==> src/rtl/bird_physics_draw.sv <==
// bird_physics_draw -- per-frame bird engine for the flappy-bird datapath.
// Each frame_tick runs: erase sprite at old position, integrate velocity and
// position (gravity or flap, ceiling/floor clamp), redraw sprite, pulse done.
// Pixels leave on the shared VGA write bus (plot/x_out/y_out/colour_out).
// Optional feature: define BIRD_TERMINAL_VEL_EN to cap fall speed at MAX_VY.
module bird_physics_draw #(
  parameter int                  X_W         = 8,
  parameter int                  Y_W         = 7,
  parameter int                  VY_W        = 6,
  parameter int                  COLOUR_W    = 3,
  parameter int                  BIRD_X      = 20,
  parameter int                  BIRD_W      = 4,
  parameter int                  BIRD_H      = 4,
  parameter int                  Y_START     = 60,
  parameter int                  Y_MAX       = 116,
  parameter int                  GRAVITY     = 1,
  parameter int                  JUMP_VY     = 6,
  parameter int                  MAX_VY      = 8,
  parameter logic [COLOUR_W-1:0] BIRD_COLOUR = 3'b010,
  parameter logic [COLOUR_W-1:0] BG_COLOUR   = 3'b111
) (
  input  logic                clk,
  input  logic                reset,
  input  logic                frame_tick,
  input  logic                flap,
  output logic                busy,
  output logic                done,
  output logic                plot,
  output logic [X_W-1:0]      x_out,
  output logic [Y_W-1:0]      y_out,
  output logic [COLOUR_W-1:0] colour_out,
  output logic [Y_W-1:0]      bird_y,
  output logic [VY_W-1:0]     bird_vy,
  output logic                dead
);

  localparam int CW = $clog2(BIRD_W + 1);
  localparam int RW = $clog2(BIRD_H + 1);
  localparam int VS = VY_W + 1;   // headroom for vy + GRAVITY before saturation
  localparam int YS = Y_W + 2;    // sign bit + one overflow bit for bird_y + vy

  localparam int VY_POS_MAX = (1 << (VY_W - 1)) - 1;
  localparam int VY_NEG_MIN = -(1 << (VY_W - 1));
`ifdef BIRD_TERMINAL_VEL_EN
  localparam int VY_CAP = (MAX_VY < VY_POS_MAX) ? MAX_VY : VY_POS_MAX;
`else
  localparam int VY_CAP = VY_POS_MAX;
`endif

  typedef enum logic [2:0] {
    S_IDLE,
    S_ERASE,
    S_PHYS,
    S_DRAW,
    S_DONE
  } state_t;

  state_t          state, state_n;
  logic [CW-1:0]   col, col_n;
  logic [RW-1:0]   row, row_n;
  logic            scan_last;
  logic            flap_pending;

  // physics results, only committed on the PHYS edge
  logic                   flap_eff;
  logic signed [VS-1:0]   vy_sum;
  logic signed [VY_W-1:0] vy_fall;
  logic signed [VY_W-1:0] vy_new;
  logic signed [YS-1:0]   y_sum;
  logic [Y_W-1:0]         y_phys;
  logic [VY_W-1:0]        vy_phys;
  logic                   dead_phys;
  logic [Y_W-1:0]         bird_y_next;

  // next-cycle pixel bus values (registered below so outputs are glitch-free)
  logic                plot_n;
  logic [X_W-1:0]      x_n;
  logic [Y_W-1:0]      y_n;
  logic [COLOUR_W-1:0] colour_n;

  // velocity/position integration with saturation and ceiling/floor clamp
  always_comb begin
    flap_eff  = (flap_pending | flap) & ~dead;
    vy_sum    = VS'($signed(bird_vy)) + VS'(GRAVITY);
    if (vy_sum > VS'(VY_CAP))
      vy_fall = VY_W'(VY_CAP);
    else if (vy_sum < VS'(VY_NEG_MIN))
      vy_fall = VY_W'(VY_NEG_MIN);
    else
      vy_fall = vy_sum[VY_W-1:0];
    vy_new    = flap_eff ? VY_W'(-JUMP_VY) : vy_fall;
    y_sum     = $signed({2'b00, bird_y}) + YS'(vy_new);
    y_phys    = bird_y;
    vy_phys   = bird_vy;
    dead_phys = dead;
    if (!dead) begin
      if (y_sum < 0) begin
        y_phys  = '0;
        vy_phys = '0;
      end else if (y_sum >= YS'(Y_MAX)) begin
        y_phys    = Y_W'(Y_MAX);
        vy_phys   = '0;
        dead_phys = 1'b1;
      end else begin
        y_phys  = y_sum[Y_W-1:0];
        vy_phys = vy_new;
      end
    end
  end

  // sequencer: next state and scan counters (column fastest)
  always_comb begin
    state_n   = state;
    col_n     = col;
    row_n     = row;
    scan_last = (col == CW'(BIRD_W - 1)) && (row == RW'(BIRD_H - 1));
    case (state)
      S_IDLE: begin
        if (frame_tick) begin
          state_n = S_ERASE;
          col_n   = '0;
          row_n   = '0;
        end
      end
      S_ERASE, S_DRAW: begin
        if (scan_last) begin
          state_n = (state == S_ERASE) ? S_PHYS : S_DONE;
          col_n   = '0;
          row_n   = '0;
        end else if (col == CW'(BIRD_W - 1)) begin
          col_n = '0;
          row_n = row + 1'b1;
        end else begin
          col_n = col + 1'b1;
        end
      end
      S_PHYS:  state_n = S_DRAW;
      S_DONE:  state_n = S_IDLE;
      default: state_n = S_IDLE;
    endcase
  end

  // pixel bus for the next cycle; DRAW uses the freshly integrated bird_y
  always_comb begin
    bird_y_next = (state == S_PHYS) ? y_phys : bird_y;
    plot_n      = (state_n == S_ERASE) || (state_n == S_DRAW);
    x_n         = '0;
    y_n         = '0;
    colour_n    = '0;
    if (plot_n) begin
      x_n      = X_W'(BIRD_X) + X_W'(col_n);
      y_n      = bird_y_next + Y_W'(row_n);
      colour_n = (state_n == S_ERASE) ? BG_COLOUR : BIRD_COLOUR;
    end
  end

  // state, counters and registered outputs
  always_ff @(posedge clk) begin
    if (reset) begin
      state      <= S_IDLE;
      col        <= '0;
      row        <= '0;
      plot       <= 1'b0;
      x_out      <= '0;
      y_out      <= '0;
      colour_out <= '0;
      busy       <= 1'b0;
      done       <= 1'b0;
    end else begin
      state      <= state_n;
      col        <= col_n;
      row        <= row_n;
      plot       <= plot_n;
      x_out      <= x_n;
      y_out      <= y_n;
      colour_out <= colour_n;
      busy       <= (state_n != S_IDLE);
      done       <= (state_n == S_DONE);
    end
  end

  // bird state commits on PHYS; flaps latch until consumed there
  always_ff @(posedge clk) begin
    if (reset) begin
      bird_y       <= Y_W'(Y_START);
      bird_vy      <= '0;
      dead         <= 1'b0;
      flap_pending <= 1'b0;
    end else if (state == S_PHYS) begin
      bird_y       <= y_phys;
      bird_vy      <= vy_phys;
      dead         <= dead_phys;
      flap_pending <= 1'b0;
    end else if (flap && !dead) begin
      flap_pending <= 1'b1;
    end
  end

endmodule

==> config.mk <==
export PLATFORM = sky130hd
export DESIGN_NAME = bird_physics_draw
export DESIGN_NICKNAME = d
export VERILOG_FILES = /design/src/rtl/bird_physics_draw.sv
export SDC_FILE = /design/constraint.sdc
export NUM_CORES = 1
export LEC_CHECK = 0
export BUFFER_PORTS_ARGS = -buffer_cell sky130_fd_sc_hd__buf_2
export CORE_ASPECT_RATIO = 0.8
export CORE_MARGIN = 2
export CORE_UTILIZATION = 56
export DETAILED_ROUTE_END_ITERATION = 6
export HOLD_SLACK_MARGIN = 0.15
export PLACE_DENSITY = 0.8
export SLEW_MARGIN = 20
export SYNTH_ARGS = -nofsm -noshare
export SYNTH_HDL_FRONTEND = slang
export SYNTH_SLANG_ARGS = --single-unit
==> constraint.sdc <==
create_clock -name clk -period 6.5 [get_ports clk]
set_input_delay 0.325 -clock clk [delete_from_list [all_inputs] [get_ports clk]]
set_output_delay 0.325 -clock clk [all_outputs]
set_load 0.05 [all_outputs]
==> results.json, run 1 <==
{
  "clk_path_buf_depth": 2,
  "path_max_fanout": 7,
  "netlist_area_um2": 2270,
  "period_needed_ps": 5580,
  "sw_frac_of_total": 0.263,
  "required_ps": 6670,
  "yosysSeqAreaShare": 0.352,
  "slew_viol_final": 0,
  "io_buffers": 35,
  "grt_overflow": 0,
  "first_pass_iters": 4,
  "synthDistinctLibCells": 51,
  "synth_top_area_frac": 0.352,
  "grtUsageTotal": 0.240,
  "grt_pass1_vias": 1701,
  "ant_nets": 0,
  "synth-async-reset-ratio": 0,
  "wirelength_um": 4910,
  "n_antenna_cell": 0,
  "ys_seq_elements": 40,
  "hold_viol_final": 0,
  "syn_to_final_growth_pct": 12.9,
  "p_leak_nw": 1.19,
  "die_area_um2": 4590,
  "clock_latency_ps": 300,
  "whs_ps": 341,
  "drcViolationCount": 0,
  "synth_common_cells": "40 x dfxtp_1, 28 x nor2_1, 18 x o21ai_0, 16 x ha_1, 15 x nand2_1",
  "status": "finished clean",
  "cap_violations": 0,
  "fin_crit_sh": 0.858,
  "p_comb_frac": 0.142,
  "die_w_um": 75.2,
  "synth.avg_cell_area_um2": 8.58,
  "routedWlPerCell_um": 13.9,
  "synth-edff-count": 0,
  "fin_nets": 318,
  "yosys-top-cells-area": "dfxtp_1 35%, ha_1 8.8%, nor2_1 4.6%, o21ai_0 4.0%, a22oi_1 2.6%",
  "antenna_found_initial": 0,
  "num_rows": 20,
  "rsz0062_at_grt": "false",
  "worstMarginPinSlew_ps": 532,
  "synth-main-ff-cell": "dfxtp_1",
  "max_freq_mhz": 179,
  "hpwl_um": 3640,
  "critPathBufInv": 3,
  "viasPerCell": 5.66,
  "cts-root-buf": "clkbuf_8",
  "tns_ps": 0,
  "grt_pass1_wl_um": 8160,
  "regArea_um2": 801,
  "clk_pin_slew_ps": 80,
  "numCtsBuffers": 5,
  "layout-drive-gt1-share": 0.178,
  "start_util": 0.590,
  "timing.critical_path.arrival_ps": 5750,
  "die_h_um": 61.0,
  "ios": 39,
  "slew_headroom": 0.645,
  "critPathMaxStageDelay_ps": 660,
  "cts_tree": "yes",
  "multi_input_area_um2": 1340,
  "vias": 1992,
  "hold_buffers": 0,
  "worstSetupPathType": "flip-flop to flip-flop",
  "grt_max_degree": 26,
  "pwr-share-clk": 0.399,
  "power_density_nw_per_um2": 216,
  "critical_path.top_delay_family": "compound AO/OA/AOI/OAI gates",
  "crit_chain": "inv_1 > ha_1 > nor3_1 > a41o_1 > o21ai_0 > a21boi_0 > ha_1 > fa_1 > a211oi_2 > o21a_1 > a311oi_1 > or4_1 > and3_4 > a22o_1 > ha_1 > inv_1 > fa_1 > inv_1 > a21o_1 > and3_1 > a31oi_1 > o21a_1 > a211oi_1",
  "setup_viol_count_final": 0,
  "ir_worst_vdd_mv": 0.170,
  "htreeDepth": 2,
  "finClkSkew_ps": 6.87,
  "crit_path_end_kind": "flip-flop",
  "synth_most_common_cell": "dfxtp_1",
  "crit_slowest_cell": "or4_1",
  "cts_sinks": 40,
  "hp-class": "input pin to flip-flop",
  "p_switching_mw": 0.146,
  "ctsResizeCount": 0,
  "synth_top_area_cell": "dfxtp_1",
  "cellInternalPower_mw": 0.408,
  "yosysWarnings": 0,
  "syn_inst": 265,
  "dr.first_iter.drc_count": 139,
  "pwr-share-seq": 0.459,
  "cp-start-kind": "flip-flop",
  "num-fill-cells": 335,
  "core_region_area_um2": 3850,
  "post_cts_buffers": 0,
  "gp_congestion": 0.939
}
[cells in the final DEF (no fill, tap or decap), types with 2 or more instances in the layout]
cell type,n
o21a_1,3
a21o_1,6
or3_1,3
dfxtp_1,40
a21boi_0,2
xor2_1,5
and3_1,4
buf_2,35
a22o_1,4
and2_1,3
a22oi_1,8
o22ai_1,3
a21oi_1,8
nand2b_1,8
o21bai_1,3
o211a_1,3
a211oi_2,2
conb_1,3
nand3_1,8
o31ai_1,2
nand2_1,15
xnor2_1,4
clkbuf_8,7
nor3_1,9
a211oi_1,2
o21ai_0,18
or2_2,4
nor2b_1,5
fa_1,2
ha_1,16
inv_1,14
nor2_1,28
a31oi_1,3
[per-stage QoR]
stage	setup slack, ps	power, mW	instances	area, um2	util
after global placement	1200	0.337	344	2440	0.633
after floorplan	996	0.324	267	2280	-
after CTS	932	0.555	352	2570	0.666
after global routing	495	0.577	352	2570	0.666
final	923	0.554	352	2570	0.666
after detailed placement	1010	0.338	344	2440	0.633
[worst reg2reg max path, delay by kind of cell (launching register included)]
family | cells | cell delay [ps]
AO/OA/AOI/OAI | 11 | 2150
AND/OR/NAND/NOR | 4 | 1170
flip-flops | 1 | 450
adder cells (fa/ha/maj) | 5 | 1460
buffers and inverters | 3 | 220
[final timing paths]
check,start,end,slack (ps),depth (start not counted)
max,bird_vy[0],y_out[6],920,23
min,flap,flap_pending,340,3
max reg2reg,bird_vy[0],y_out[6],920,23
min reg2reg,flap_pending,flap_pending,530,2
[logic make-up after synthesis]
group | Yosys count | synth area share
and+or+nand+nor | 94 | 0.210
AOI/OAI and AO/OA | 75 | 0.234
DFF | 40 | 0.352
buffers and inverters | 28 | 0.0616
adders and majority gates | 18 | 0.106
xor gates and xnor gates | 9 | 0.0347
other | 1 | 0.00165
[power groups by stage]
stage | sequential [mW] | clock (mW) | combinational, mW
6_report | 0.254 | 0.221 | 0.0785
3_5_place_dp | 0.260 | 0 | 0.0777
4_1_cts | 0.254 | 0.223 | 0.0784
5_1_grt | 0.255 | 0.236 | 0.0861
2_1_floorplan | 0.277 | 0 | 0.0478
3_3_place_gp | 0.260 | 0 | 0.0769
[state kept, by name, summed over array words and instances (netlist names)]
register / count
bird_vy: 6
bird_y: 7
busy: 1
col: 3
colour_out: 2
dead: 1
done: 1
flap_pending: 1
plot: 1
row: 3
state: 3
x_out: 4
y_out: 7
[area by class of cell]
cell class | count | area share
clock inverters | 1 | 0.0117
well taps | 55 | 0.0268
flip-flops and latches | 40 | 0.312
multi-input cells | 199 | 0.522
repair buffers | 35 | 0.0682
clock buffers | 7 | 0.0375
inverters | 15 | 0.0219
[per-layer routing]
metal	share of wire	global-route usage
met1	0.49	0.345
met2	0.44	0.358
met3	0.063	0.0498
met4	0.013	0.0827
met5	0	0
Power figures use the tool's default switching activity.
==> run 2, diff against run 1 <==
==> constraint.sdc (replaced) <==
create_clock -name clk -period 6.5 [get_ports clk]
set_input_delay 1.625 -clock clk [delete_from_list [all_inputs] [get_ports clk]]
set_output_delay 1.625 -clock clk [all_outputs]
set_load 0.05 [all_outputs]
==> run 2 against run 1 <==
Cell count is 0.28% lower. Routed wire length down 2.0%. Critical path depth fell by 3. Register-to-register slack about the same. Clock power is 30% lower. Die area unchanged. Largest power group unchanged. Largest cell class unchanged. Sequential power is essentially flat.
==> results.json, run 2 (same netlist as run 1, synthesis figures left out) <==
{
  "status": "finished clean",
  "period_needed_ps": 5780,
  "start_util": 0.590,
  "first_pass_iters": 5,
  "cp-start-kind": "input pin",
  "num_rows": 20,
  "power_density_nw_per_um2": 193,
  "vias": 2002,
  "post_cts_buffers": 0,
  "io_buffers": 35,
  "grt_overflow": 0,
  "post-route-util": 0.655,
  "final_common_cell": "dfxtp_1",
  "finalPower_mw": 0.487,
  "setup_viol_count_final": 0,
  "hpwl_um": 3570,
  "dr.first_iter.drc_count": 129,
  "grt_pass1_vias": 1772,
  "clk_path_buf_depth": 2,
  "die_area_um2": 4590,
  "fin_nets": 318,
  "clock_latency_ps": 290,
  "crit_path_end_kind": "flip-flop",
  "max_freq_mhz": 173,
  "slew_headroom": 0.654,
  "htreeDepth": 2,
  "core_region_area_um2": 3850,
  "cts_sinks": 40,
  "ir_worst_vdd_mv": 0.196,
  "rsz0062_at_grt": "false",
  "ios": 39,
  "grt_pass1_wl_um": 8090,
  "worstSetupPathType": "input pin to flip-flop",
  "wirelength_um": 4810,
  "cap_violations": 0,
  "placed_cells": 344,
  "die_w_um": 75.2,
  "ant_nets": 0,
  "hold_viol_final": 0,
  "die_h_um": 61.0,
  "viasPerCell": 5.70,
  "required_ps": 6660,
  "clk_pin_slew_ps": 80,
  "tns_ps": 0,
  "largest_registers": "bird_y x7, y_out x7, bird_vy x6",
  "grt_max_degree": 26,
  "whs_ps": 528,
  "ctsResizeCount": 0,
  "fin_cells": 351,
  "drcViolationCount": 0,
  "antenna_found_initial": 0,
  "slew_viol_final": 0,
  "layout-drive-gt1-share": 0.176,
  "numCtsBuffers": 5,
  "path_max_fanout": 7,
  "finClkSkew_ps": 7.95,
  "routedWlPerCell_um": 13.7,
  "p_leak_nw": 1.17,
  "fin_crit_sh": 0.890,
  "cts-root-buf": "clkbuf_8",
  "worstMarginPinSlew_ps": 520,
  "layout_common_cells": "40 x dfxtp_1, 35 x buf_2, 28 x nor2_1",
  "timing.critical_path.arrival_ps": 5940,
  "n_antenna_cell": 0,
  "hold_buffers": 0,
  "hp-class": "flip-flop to flip-flop",
  "grtUsageTotal": 0.232,
  "gp_congestion": 0.867,
  "cts_tree": "yes",
  "syn_to_final_growth_pct": 11.0
}
[run 2: cell count changes in the layout (fill, tap and decap cells not counted), sizes merged]
cell	change
clkinvlp	+1
clkinv	+1
clkbuf	-2
bufinv	-1
[run 2: metal layers]
layer / global-route usage / share of wire / wire, um
met5: 0 / 0 / 0
met4: 0.0677 / 0.016 / 78
met3: 0.0515 / 0.060 / 289
met2: 0.358 / 0.43 / 2050
met1: 0.329 / 0.50 / 2390
[run 2: path summary, 6_finish.rpt]
check,start,to,slack [ps],depth (start not counted)
setup reg to reg,bird_vy[1],y_out[6],910,23
setup / recovery,flap,y_out[6],720,20
hold reg to reg,flap_pending,flap_pending,530,2
hold / removal,flap_pending,flap_pending,530,2
[run 2: where the power goes]
| group | leakage (nW) | internal [mW] | switching [mW] |
|---|---|---|---|
| logic | 0.804 | 0.0212 | 0.0570 |
| registers | 0.326 | 0.251 | 0.00282 |
| clock network | 0.0400 | 0.0726 | 0.0821 |
[run 2: critical path, stage by stage]
cell      delay (ps)
buf_2            110
o21bai_1         340
and2_1           210
nand2b_1         100
fa_1             470
a211oi_2         360
o21a_1           170
a311oi_1          50
or4_1            670
and3_4           260
a22o_1           200
ha_1             220
inv_1             70
fa_1             200
inv_1             50
a21o_1           160
and3_1           210
a31oi_1          230
o21a_1           180
a211oi_1          50
[run 2: metrics by stage]
| stage | instance area [um2] | worst slack, ps |
|---|---|---|
| 2_1_floorplan | 2280 | 919 |
| 3_3_place_gp | 2440 | 598 |
| 3_5_place_dp | 2440 | 477 |
| 4_1_cts | 2520 | 726 |
| 5_1_grt | 2520 | 356 |
| 6_report | 2520 | 716 |
[run 2: cell type report]
type | instances | area, um2
multi-input combinational | 199 | 1340
sequential | 40 | 801
inverter | 15 | 56.3
clock inverter | 2 | 12.5
timing repair buffer | 35 | 175
tap | 55 | 68.8
clock buffer | 5 | 68.8
fill | 341 | 1330
==> run 3, diff against run 2 <==
--- a/config.mk
+++ b/config.mk
@@ -8,11 +8,13 @@
 export BUFFER_PORTS_ARGS = -buffer_cell sky130_fd_sc_hd__buf_2
 export CORE_ASPECT_RATIO = 0.8
 export CORE_MARGIN = 2
-export CORE_UTILIZATION = 56
+export CORE_UTILIZATION = 60
 export DETAILED_ROUTE_END_ITERATION = 6
 export HOLD_SLACK_MARGIN = 0.15
-export PLACE_DENSITY = 0.8
+export PLACE_DENSITY = 0.85
+export REMOVE_ABC_BUFFERS = 1
 export SLEW_MARGIN = 20
 export SYNTH_ARGS = -nofsm -noshare
 export SYNTH_HDL_FRONTEND = slang
 export SYNTH_SLANG_ARGS = --single-unit
+export TNS_END_PERCENT = 5
==> constraint.sdc (replaced) <==
create_clock -name clk -period 7.25 [get_ports clk]
set_input_delay 1.8125 -clock clk [delete_from_list [all_inputs] [get_ports clk]]
set_output_delay 1.8125 -clock clk [all_outputs]
set_load 0.05 [all_outputs]
==> run 3 against run 2 <==
Via count is 1.1% higher. Clock skew is 4.0 ps lower. Core utilization is 6.5 points higher. Worst hold slack better by 6.0 ps. Critical path type unchanged. Non-clock buffer count stayed put. Sequential share of layout area is 0.13 points lower. Design area is 0.40% higher. Clock-buffer cell count is 1 higher. Combinational power is 9.7% lower. Routed wire length is 0.85% higher. Register-to-register slack better by 600 ps. Largest cell class unchanged.
==> results.json, run 3 (same netlist as run 1, synthesis figures left out) <==
{
  "busiest_layer": "met2",
  "crit_path_end_kind": "flip-flop",
  "met3_usage": 0.0527,
  "viasPerCell": 5.97,
  "ctsResizeCount": 0,
  "vias": 2025,
  "first_pass_iters": 4,
  "path_max_fanout": 7,
  "core_region_area_um2": 3520,
  "grt_pass1_wl_um": 7940,
  "antenna_found_initial": 0,
  "postPlaceCellArea_um2": 2420,
  "cts_tree": "yes",
  "gp_congestion": 0.970,
  "cts-root-buf": "clkbuf_8",
  "hold_buffers": 0,
  "numCtsBuffers": 5,
  "clk_path_buf_depth": 2,
  "final_area_um2": 2530,
  "power_density_nw_per_um2": 188,
  "worstSetupPathType": "input pin to flip-flop",
  "clk_pin_slew_ps": 80,
  "layout_common_cells": "40 x dfxtp_1, 35 x buf_2, 28 x nor2_1",
  "dr.first_iter.drc_count": 124,
  "setup_viol_count_final": 0,
  "status": "finished clean",
  "hold_path.startpoint": "state[2]",
  "period_needed_ps": 6040,
  "layout-drive-gt1-share": 0.175,
  "ir_worst_vdd_mv": 0.214,
  "fin_nets": 318,
  "grt_use_met2": 0.371,
  "largest_registers": "bird_y x7, y_out x7, bird_vy x6",
  "hpwl_um": 3510,
  "gr-usage-met1": 0.326,
  "critPathLaunch": "flap",
  "die_w_um": 72.8,
  "finClkSkew_ps": 3.98,
  "r2r-start": "bird_vy[0]",
  "worstMarginPinSlew_ps": 533,
  "ant_nets": 0,
  "required_ps": 7410,
  "syn_to_final_growth_pct": 11.4,
  "fin_crit_sh": 0.833,
  "slew_viol_final": 0,
  "final_common_cell": "dfxtp_1",
  "max_freq_mhz": 166,
  "drcViolationCount": 0,
  "routedWlPerCell_um": 14.3,
  "hold_viol_final": 0,
  "n_antenna_cell": 0,
  "die_h_um": 59.1,
  "start_util": 0.646,
  "cts_sinks": 40,
  "timing.critical_path.arrival_ps": 6200,
  "io_buffers": 35,
  "num_rows": 19,
  "htreeDepth": 2,
  "ios": 39,
  "grt_overflow": 0,
  "cap_violations": 0,
  "slew_headroom": 0.645,
  "cp-start-kind": "input pin",
  "clock_latency_ps": 290,
  "p_leak_nw": 1.19,
  "hp-class": "flip-flop to flip-flop",
  "wirelength_um": 4850,
  "tns_ps": 0,
  "rsz0062_at_grt": "false",
  "grtUsageTotal": 0.235,
  "grt_max_degree": 26,
  "grt_pass1_vias": 1801,
  "post_cts_buffers": 0,
  "die_area_um2": 4300
}
run 3: cell types whose count changed in the layout (fill, tap and decap cells not counted):
| cell | previous run | this run |
|---|---|---|
| clkinvlp_4 | 1 | 0 |
| clkbuf_1 | 0 | 1 |
| bufinv_16 | 0 | 1 |
run 3: metrics by stage:
| step | worst slack (ps) | utilization | power [mW] | hold slack [ps] | std cells |
|---|---|---|---|---|---|
| CTS | 1230 | 0.720 | 0.475 | 532 | 339 |
| global placement | 1170 | 0.689 | 0.301 | 499 | 331 |
| finish | 1210 | 0.720 | 0.476 | 534 | 339 |
| detailed placement | 1040 | 0.689 | 0.302 | 523 | 331 |
| global route | 937 | 0.720 | 0.491 | 572 | 339 |
| floorplan | 1570 | - | 0.287 | 465 | 254 |
run 3: layout make-up:
cell class / count / area (um2)
Clock buffer: 6 / 72.6
Clock inverter: 2 / 35.0
Fill cell: 267 / 986
Inverter: 15 / 56.3
Multi-Input combinational cell: 199 / 1340
Sequential cell: 40 / 801
Tap cell: 42 / 52.6
Timing Repair Buffer: 35 / 175
run 3: metal layers:
metal  vias up  part of all wire
met5         -                 0
met4         0             0.011
met3         8             0.062
met2        89              0.43
met1       931              0.49
li1        997                 -
run 3: path summary, 6_finish.rpt:
kind,endpoint,slack (ps),cells past startpoint
worst max-delay path,y_out[4],1210,20
worst min-delay path,state[1],530,1
worst max register to register,y_out[4],1510,23
worst min register to register,state[1],530,1
run 3: power breakdown:
part           internal [mW]  switching [mW]
Combinational         0.0191          0.0517
Sequential             0.225         0.00262
Clock                  0.102          0.0747
Total                  0.347           0.129
run 3: critical path, stage by stage:
cell and delay (ps):
buf_2 110, o21bai_1 350, and2_1 210, nand2b_1 100, fa_1 470, a211oi_2 360
o21a_1 170, a311oi_1 60, or4_1 670, and3_4 260, a22o_1 200, ha_1 220
inv_1 70, fa_1 190, inv_1 50, a21o_1 170, and3_1 210, a31oi_1 260
xnor2_1 180, nor2_1 60
